### config.mk
export PLATFORM = sky130hd
export DESIGN_NAME = rgb2ycbcr_converter
export DESIGN_NICKNAME = d
export VERILOG_FILES = /design/src/rtl/rgb2ycbcr_converter_pkg.sv /design/src/rtl/rgb2ycbcr_converter_ycc.sv /design/src/rtl/rgb2ycbcr_converter.sv
export SDC_FILE = /design/constraint.sdc
export NUM_CORES = 1
export LEC_CHECK = 0
export BUFFER_PORTS_ARGS = -buffer_cell sky130_fd_sc_hd__buf_2
export CORE_MARGIN = 2
export CORE_UTILIZATION = 40
export DETAILED_ROUTE_END_ITERATION = 16
export GPL_TIMING_DRIVEN = 0
export HOLD_SLACK_MARGIN = 0.08
export SYNTH_ARGS = -nofsm -noshare
export SYNTH_HDL_FRONTEND = slang
export SYNTH_SLANG_ARGS = --single-unit
### constraint.sdc
create_clock -name clock -period 25.8 [get_ports clock]
set_input_delay 5.16 -clock clock [delete_from_list [all_inputs] [get_ports clock]]
set_output_delay 5.16 -clock clock [all_outputs]
set_load 0.03 [all_outputs]
### src/rtl/rgb2ycbcr_converter_pkg.sv
// rtl/rgb2ycbcr_converter_pkg.sv - shared coefficients, FSM encoding and byte order for the RGB565 to YCbCr 4:2:2 converter
package rgb2ycbcr_converter_pkg;

  localparam int unsigned ACC_W = 20;
  typedef logic signed [ACC_W-1:0] acc_t;

  localparam acc_t Y_R     = 20'sd77;
  localparam acc_t Y_G     = 20'sd150;
  localparam acc_t Y_B     = 20'sd29;
  localparam acc_t Y_ROUND = 20'sd128;

  localparam acc_t CB_R = -20'sd43;
  localparam acc_t CB_G = -20'sd85;
  localparam acc_t CB_B = 20'sd128;

  localparam acc_t CR_R = 20'sd128;
  localparam acc_t CR_G = -20'sd107;
  localparam acc_t CR_B = -20'sd21;

  // 128 << 8 bias plus 128 rounding term
  localparam acc_t C_OFFSET = 20'sd32896;

  typedef enum logic [1:0] {
    S_P0   = 2'd0,
    S_P1   = 2'd1,
    S_CALC = 2'd2,
    S_OUT  = 2'd3
  } state_e;

  localparam logic [1:0] IDX_CB = 2'd0;
  localparam logic [1:0] IDX_Y0 = 2'd1;
  localparam logic [1:0] IDX_CR = 2'd2;
  localparam logic [1:0] IDX_Y1 = 2'd3;

  typedef struct packed {
    logic [7:0] y;
    logic [7:0] cb;
    logic [7:0] cr;
  } ycc_t;

  function automatic acc_t widen(input logic [7:0] v);
    return $signed({{(ACC_W-8){1'b0}}, v});
  endfunction

  function automatic logic [7:0] fit8(input acc_t v, input bit clamp);
    if (!clamp) return v[7:0];
    if (v < 0) return 8'h00;
    if (v > 20'sd255) return 8'hFF;
    return v[7:0];
  endfunction

endpackage

### src/rtl/rgb2ycbcr_converter_ycc.sv
// rtl/rgb2ycbcr_converter_ycc.sv - combinational per-pixel RGB565 expansion, colour matrix and clamp
module rgb565_to_ycc
  import rgb2ycbcr_converter_pkg::*;
#(
  parameter bit CLAMP_EN = 1'b1
) (
  input  logic [15:0] rgb_i,
  output ycc_t        ycc_o
);

  logic [7:0] r8, g8, b8;
  acc_t       r_s, g_s, b_s;
  acc_t       y_acc, cb_acc, cr_acc;

  always_comb begin
    // Bit replication maps full-scale 5/6-bit codes onto exactly 255
    r8 = {rgb_i[15:11], rgb_i[15:13]};
    g8 = {rgb_i[10:5],  rgb_i[10:9]};
    b8 = {rgb_i[4:0],   rgb_i[4:2]};

    r_s = widen(r8);
    g_s = widen(g8);
    b_s = widen(b8);

    y_acc  = (Y_R  * r_s + Y_G  * g_s + Y_B  * b_s + Y_ROUND)  >>> 8;
    cb_acc = (CB_R * r_s + CB_G * g_s + CB_B * b_s + C_OFFSET) >>> 8;
    cr_acc = (CR_R * r_s + CR_G * g_s + CR_B * b_s + C_OFFSET) >>> 8;

    ycc_o.y  = fit8(y_acc,  CLAMP_EN);
    ycc_o.cb = fit8(cb_acc, CLAMP_EN);
    ycc_o.cr = fit8(cr_acc, CLAMP_EN);
  end

endmodule

### src/rtl/rgb2ycbcr_converter.sv
// rtl/rgb2ycbcr_converter.sv - pairs RGB565 pixels and emits a Cb,Y0,Cr,Y1 4:2:2 byte stream
module rgb2ycbcr_converter
  import rgb2ycbcr_converter_pkg::*;
#(
  parameter bit CLAMP_EN = 1'b1
) (
  input  logic        clock,
  input  logic        reset_n,
  input  logic        rgb_en,
  input  logic [15:0] rgb_data,
  output logic        rgb_ready,
  input  logic        flush,
  output logic [7:0]  ycbcr_data,
  output logic        ycbcr_data_en
);

  state_e           state_q, state_d;
  logic [1:0]       cnt_q, cnt_d;
  logic [15:0]      pix0_q, pix0_d;
  logic [15:0]      pix1_q, pix1_d;
  logic [3:0][7:0]  out_q, out_d;
  ycc_t             ycc0, ycc1;
  logic [8:0]       cb_sum, cr_sum;
  logic             accept;

  rgb565_to_ycc #(.CLAMP_EN(CLAMP_EN)) u_ycc0 (.rgb_i(pix0_q), .ycc_o(ycc0));
  rgb565_to_ycc #(.CLAMP_EN(CLAMP_EN)) u_ycc1 (.rgb_i(pix1_q), .ycc_o(ycc1));

  assign accept = rgb_en & rgb_ready;
  assign cb_sum = {1'b0, ycc0.cb} + {1'b0, ycc1.cb} + 9'd1;
  assign cr_sum = {1'b0, ycc0.cr} + {1'b0, ycc1.cr} + 9'd1;

  always_ff @(posedge clock) begin
    if (!reset_n) begin
      state_q <= S_P0;
    end else begin
      state_q <= state_d;
    end
  end

  always_comb begin
    state_d = state_q;
    case (state_q)
      S_P0:    if (accept) state_d = flush ? S_CALC : S_P1;
      S_P1:    if (accept || flush) state_d = S_CALC;
      S_CALC:  state_d = S_OUT;
      S_OUT:   if (cnt_q == 2'd3) state_d = S_P0;
      default: state_d = S_P0;
    endcase
  end

  always_comb begin
    rgb_ready     = reset_n & ((state_q == S_P0) | (state_q == S_P1));
    ycbcr_data_en = (state_q == S_OUT);
    ycbcr_data    = ycbcr_data_en ? out_q[cnt_q] : 8'h00;
  end

  // A transfer in S_P1 takes priority over flush; a flush alone duplicates pixel 0
  always_comb begin
    pix0_d = pix0_q;
    pix1_d = pix1_q;
    cnt_d  = cnt_q;
    out_d  = out_q;
    case (state_q)
      S_P0: begin
        if (accept) begin
          pix0_d = rgb_data;
          if (flush) pix1_d = rgb_data;
        end
      end
      S_P1: begin
        if (accept) pix1_d = rgb_data;
        else if (flush) pix1_d = pix0_q;
      end
      S_CALC: begin
        out_d[IDX_CB] = cb_sum[8:1];
        out_d[IDX_Y0] = ycc0.y;
        out_d[IDX_CR] = cr_sum[8:1];
        out_d[IDX_Y1] = ycc1.y;
        cnt_d         = 2'd0;
      end
      S_OUT:   cnt_d = cnt_q + 2'd1;
      default: ;
    endcase
  end

  always_ff @(posedge clock) begin
    if (!reset_n) begin
      cnt_q  <= 2'd0;
      pix0_q <= 16'h0000;
      pix1_q <= 16'h0000;
      out_q  <= '0;
    end else begin
      cnt_q  <= cnt_d;
      pix0_q <= pix0_d;
      pix1_q <= pix1_d;
      out_q  <= out_d;
    end
  end

endmodule

==> flow_metrics.tcl, run 1 <==
set metrics [dict create \
    ys_seq_elements 68 \
    routedWlPerCell_um 17.03 \
    final_common_cell "ha_1" \
    layout_common_cells "ha_1, inv_1, fa_1" \
    max_freq_mhz 83.15 \
    dp_worst_setup_slack_ns 13.75 \
    numCtsBuffers 9 \
    cp.required_ns 20.64 \
    max_cap_viol_count 0 \
    timing.final.crit_share_pct 46.61 \
    grt_max_degree 20 \
    min_path_type "reg -> reg" \
    firstDrtPassIters 6 \
    cp-end-kind "output port" \
    clk-insertion-delay-late_ns 0.33 \
    routed_via_density 5.191 \
    synth_edf_count 0 \
    syn_area_um2 23840 \
    n_antenna_cell 0 \
    synth_top_cell_by_area "ha_1" \
    place.gp.congestion 0.8714 \
    met1_usage_pct 26.87 \
    clock_skew_ns 0.006185 \
    synth_ff_type "dfxtp_1" \
    path_class "in -> out" \
    outcome "finished, final reports clean" \
    dieWidth_um 248.1 \
    routed_wirelength_um 59340 \
    overflow 0 \
    synth_cell_types 68 \
    htreeDepth 3 \
    synth_top_area_share_pct 38.68 \
    design.core.area_um2 59020 \
    synth_area_leaders "ha_1, fa_1, inv_1, dfxtp_1, xnor2_1" \
    root_buffer "clkbuf_16" \
    relSlewSlack_pct 26.51 \
    die_h_um 248.1 \
    drv_slew 0 \
    cp_max_fo 10 \
    hpwl_um 52270 \
    post-route-min-period_ns 12.03 \
    grt_pass1_vias 18836 \
    ant_nets 0 \
    rows 89 \
    start_util_pct 40.39 \
    postCtsHoldBufs 0 \
    drt_iter0_drc 757 \
    tns_ns 0 \
    cts_buffer_depth 2 \
    setup-violations-final 0 \
    yosysSeqAreaShare_pct 5.710 \
    synthesis.nets 3616 \
    arrival_ns 6.87 \
    dieArea_um2 61570 \
    fin_util_pct 42.80 \
    via_count 18086 \
    worstMarginPinSlew_ns 1.101 \
    post_cts_resize_count 0 \
    drive_above_1_share_pct 3.025 \
    grt_pass1_wl_um 96620 \
    whs_ns 0.4884 \
    avgSynthCellArea_um2 8.939 \
    area_delta_synth_final_pct 5.951 \
    tritoncts "yes" \
    use_met2_pct 34.49 \
    clk_pin_slew_worst_paths_ns 0.06 \
    ioPinCount 30 \
    top_usage_layer "met2" \
    rsz0062_at_grt "no" \
    post-cts-setup-buffers 0 \
    syn_inst 2667 \
    hold_viol_final 0 \
    yosys_warnings 0 \
    drcViolationCount 0 \
    numClockSinks 68 \
    globalRouteTotalUtil_pct 19.88 \
    antenna_found_initial 0 \
    finalWorstSetupSlack_ns 13.77 \
    start_kind "input port" \
    nets 3656 \
    async_reset_ff_share_pct 0 \
    met3_usage_pct 1.519 \
    io_buffers 29 \
]
==> critical path, cell delays in order <==
cell	delay (ns)
buf_2	0.12
clkbuf_1	0.24
inv_1	0.13
clkbuf_1	0.36
buf_1	0.54
nor2_1	0.10
buf_2	0.20
==> sequential cells by signal, indices dropped and copies added, names as in the netlist <==
register and flops:
out_q 32, pix0_q 16, pix1_q 16, cnt_q 2, state_q 2
==> per-stage QoR <==
| step | std cells | cell area [um^2] |
|---|---|---|
| global placement | 3469 | 24950 |
| detailed placement | 3469 | 24950 |
| floorplan | 2667 | 23840 |
| global route | 3484 | 25260 |
| CTS | 3484 | 25260 |
| finish | 3484 | 25260 |
==> synth_stat cells, drive strengths merged, types with 9 or more instances <==
| cell | number |
|---|---|
| nor3 | 23 |
| dfxtp | 68 |
| nor2b | 27 |
| and2 | 13 |
| xnor2 | 137 |
| ha | 737 |
| o21ai | 118 |
| o221a | 13 |
| clkbuf | 23 |
| a21oi | 150 |
| and3 | 12 |
| a211oi | 31 |
| nand3b | 9 |
| fa | 192 |
| nand2b | 33 |
| a21o | 67 |
| nor2 | 97 |
| o21bai | 29 |
| a31oi | 14 |
| o21a | 35 |
| nand2 | 90 |
| a21boi | 14 |
| xor2 | 56 |
| or3 | 9 |
| mux2i | 26 |
| inv | 511 |
| nand3 | 38 |
==> logic make-up (layout without fill, tap and decap cells) <==
| family | after synthesis | count (layout) | synth area share, % |
|---|---|---|---|
| AOI/OAI and AO/OA | 521 | 521 | 14.10 |
| muxes | 35 | 35 | 1.895 |
| xor gates and xnor gates | 193 | 193 | 7.090 |
| adders and majority gates | 929 | 929 | 54.80 |
| buffers and inverters | 542 | 586 | 8.581 |
| and+or+nand+nor | 379 | 379 | 7.825 |
| DFF | 68 | 68 | 5.710 |
==> final timing paths <==
path,cells past startpoint,endpoint,slack [ns],start
worst min register to register,2,out_q[17]$_SDFFE_PN0P_,0.49,out_q[17]$_SDFFE_PN0P_
worst min-delay path,2,out_q[17]$_SDFFE_PN0P_,0.49,out_q[17]$_SDFFE_PN0P_
worst max-delay path,7,rgb_ready,13.77,reset_n
worst max register to register,40,out_q[23]$_SDFFE_PN0P_,15.32,pix0_q[4]$_SDFFE_PN0P_
==> area by class of cell <==
cell class              instances  area, um^2
repair buffers                 29       145.1
clock inverters                 5       77.57
fillers                      5896       33760
clock buffers                  10       229.0
multi-input cells            2057       20430
well taps                     773       967.2
flip-flops and latches         68        1361
inverters                     511        1918
plain buffers                  31       127.6
==> metal layers <==
metal	wire length (um)	share of wire (%)
met1	28300	48
met2	28050	47
met3	1744	2.9
met4	1244	2.1
met5	0	0
Power of run 1 is not shown: default switching activity piles up to over one toggle a cycle in this logic, so the estimate is an artifact.
==> run 2: changes to the inputs <==
==> constraint.sdc (replaced) <==
create_clock -name clock -period 10.2 [get_ports clock]
set_input_delay 2.04 -clock clock [delete_from_list [all_inputs] [get_ports clock]]
set_output_delay 2.04 -clock clock [all_outputs]
set_load 0.03 [all_outputs]
==> run 2 against run 1 <==
  * Global-route usage did not move
  * First-iteration DRC count fell by 1.8%
  * Hold slack barely moved
  * Routed wire length rose by 0.27%
==> flow_metrics.tcl, run 2 (same netlist as run 1, synthesis figures left out) <==
set metrics [dict create \
    path_buf_inv 4 \
    worstMarginPinSlew_ns 0.9937 \
    largest_reg_flops 32 \
    antenna_found_initial 0 \
    grt_pass1_wl_um 96620 \
    drt_iter0_drc 743 \
    dp_worst_setup_slack_ns -0.2916 \
    largest_register "out_q" \
    tritoncts "yes" \
    relSlewSlack_pct 33.66 \
    cp_max_fo 15 \
    clk-insertion-delay-late_ns 0.33 \
    multi_input_area_um2 20450 \
    via_count 18164 \
    cp.depth 40 \
    wl_met3_um 1574 \
    min_path_type "reg -> reg" \
    ff_latch_area_um2 1389 \
    postCtsHoldBufs 0 \
    overflow 0 \
    firstDrtPassIters 5 \
    grt_pass1_vias 18836 \
    ioPinCount 30 \
    start_kind "flip-flop" \
    root_buffer "clkbuf_16" \
    nets 3666 \
    reg.largest.list "out_q (32), pix0_q (16), pix1_q (16)" \
    fill_cells 5887 \
    routedWlPerCell_um 17.03 \
    hpwl_um 52270 \
    hold_viol_final 0 \
    design.core.area_um2 59020 \
    cp.required_ns 10.39 \
    drv_slew 0 \
    timing.final.crit_share_pct 94.46 \
    crit_slowest_cell "fa_1" \
    place_area_um2 24950 \
    globalRouteTotalUtil_pct 19.88 \
    grt_max_degree 20 \
    clk_pin_slew_worst_paths_ns 0.06 \
    rows 89 \
    ff2ff_path_depth 40 \
    max_cap_viol_count 0 \
    numCtsBuffers 9 \
    max_freq_mhz 103.8 \
    place.gp.congestion 0.8714 \
    routed_via_density 5.199 \
    whs_path_depth 2 \
    area_delta_synth_final_pct 6.487 \
    routed.top_layer "met4" \
    post-route-min-period_ns 9.635 \
    cts_buffer_depth 2 \
    numClockSinks 68 \
    fin_area_um2 25390 \
    whs_ns 0.4884 \
    die_h_um 248.1 \
    drcViolationCount 0 \
    routed-wl-met2_um 28160 \
    routed_wirelength_um 59500 \
    outcome "finished, final reports clean" \
    htreeDepth 3 \
    setup-violations-final 0 \
    ant_nets 0 \
    dieWidth_um 248.1 \
    critPathMaxStageDelay_ns 0.56 \
    drive_above_1_share_pct 4.116 \
    clock_skew_ns 0.006828 \
    critical_path.top_delay_family "adder cells" \
    layout_common_cells "ha_1, inv_1, fa_1" \
    fin_util_pct 43.01 \
    arrival_ns 9.83 \
    rsz0062_at_grt "yes" \
    wl_met1_um 28510 \
    io_buffers 29 \
    cp-end-kind "flip-flop" \
    start_util_pct 40.39 \
    finalWorstSetupSlack_ns 0.5653 \
    n_antenna_cell 0 \
    path_class "reg -> reg" \
    dieArea_um2 61570 \
    final_common_cell "ha_1" \
]
[run 2: worst paths after layout]
path / slack (ns) / to / from
worst max-delay path: 0.57 / out_q[23]$_SDFFE_PN0P_ / pix0_q[4]$_SDFFE_PN0P_
worst min-delay path: 0.49 / out_q[17]$_SDFFE_PN0P_ / out_q[17]$_SDFFE_PN0P_
worst max register to register: 0.57 / out_q[23]$_SDFFE_PN0P_ / pix0_q[4]$_SDFFE_PN0P_
worst min register to register: 0.49 / out_q[17]$_SDFFE_PN0P_ / out_q[17]$_SDFFE_PN0P_
[run 2: area by class of cell]
class | count | area share (%)
buffer | 31 | 0.5027
multi-input combinational | 2057 | 80.54
inverter | 511 | 7.600
clock inverter | 5 | 0.3056
sequential | 68 | 5.471
tap | 773 | 3.810
clock buffer | 10 | 0.9019
timing repair buffer | 39 | 0.8674
[run 2: worst min-delay path: stages (launching register included)]
cell,delay [ns]
dfxtp_1,0.31
nor2_1,0.08
a211oi_1,0.05
[run 2: routing by layer]
layer | track usage (%) | vias up
li1 | - | 9159
met1 | 26.87 | 8726
met2 | 34.49 | 223
met3 | 1.519 | 56
met4 | 4.499 | 0
met5 | 0 | -
[run 2: repair_timing]
item / CTS / global route
gates resized for setup: 5 / 21
buffers inserted: 0 / 10
endpoints found under the setup margin: 5 / 12
[run 2: per-stage QoR]
| step | std cells | setup TNS [ns] |
|---|---|---|
| after global routing | 3494 | -0.004758 |
| after detailed placement | 3469 | -0.5714 |
| final | 3494 | 0 |
| after global placement | 3469 | -0.3042 |
| after CTS | 3484 | 0 |
| after floorplan | 2667 | 0 |
Power of run 2 is left out for the same reason.
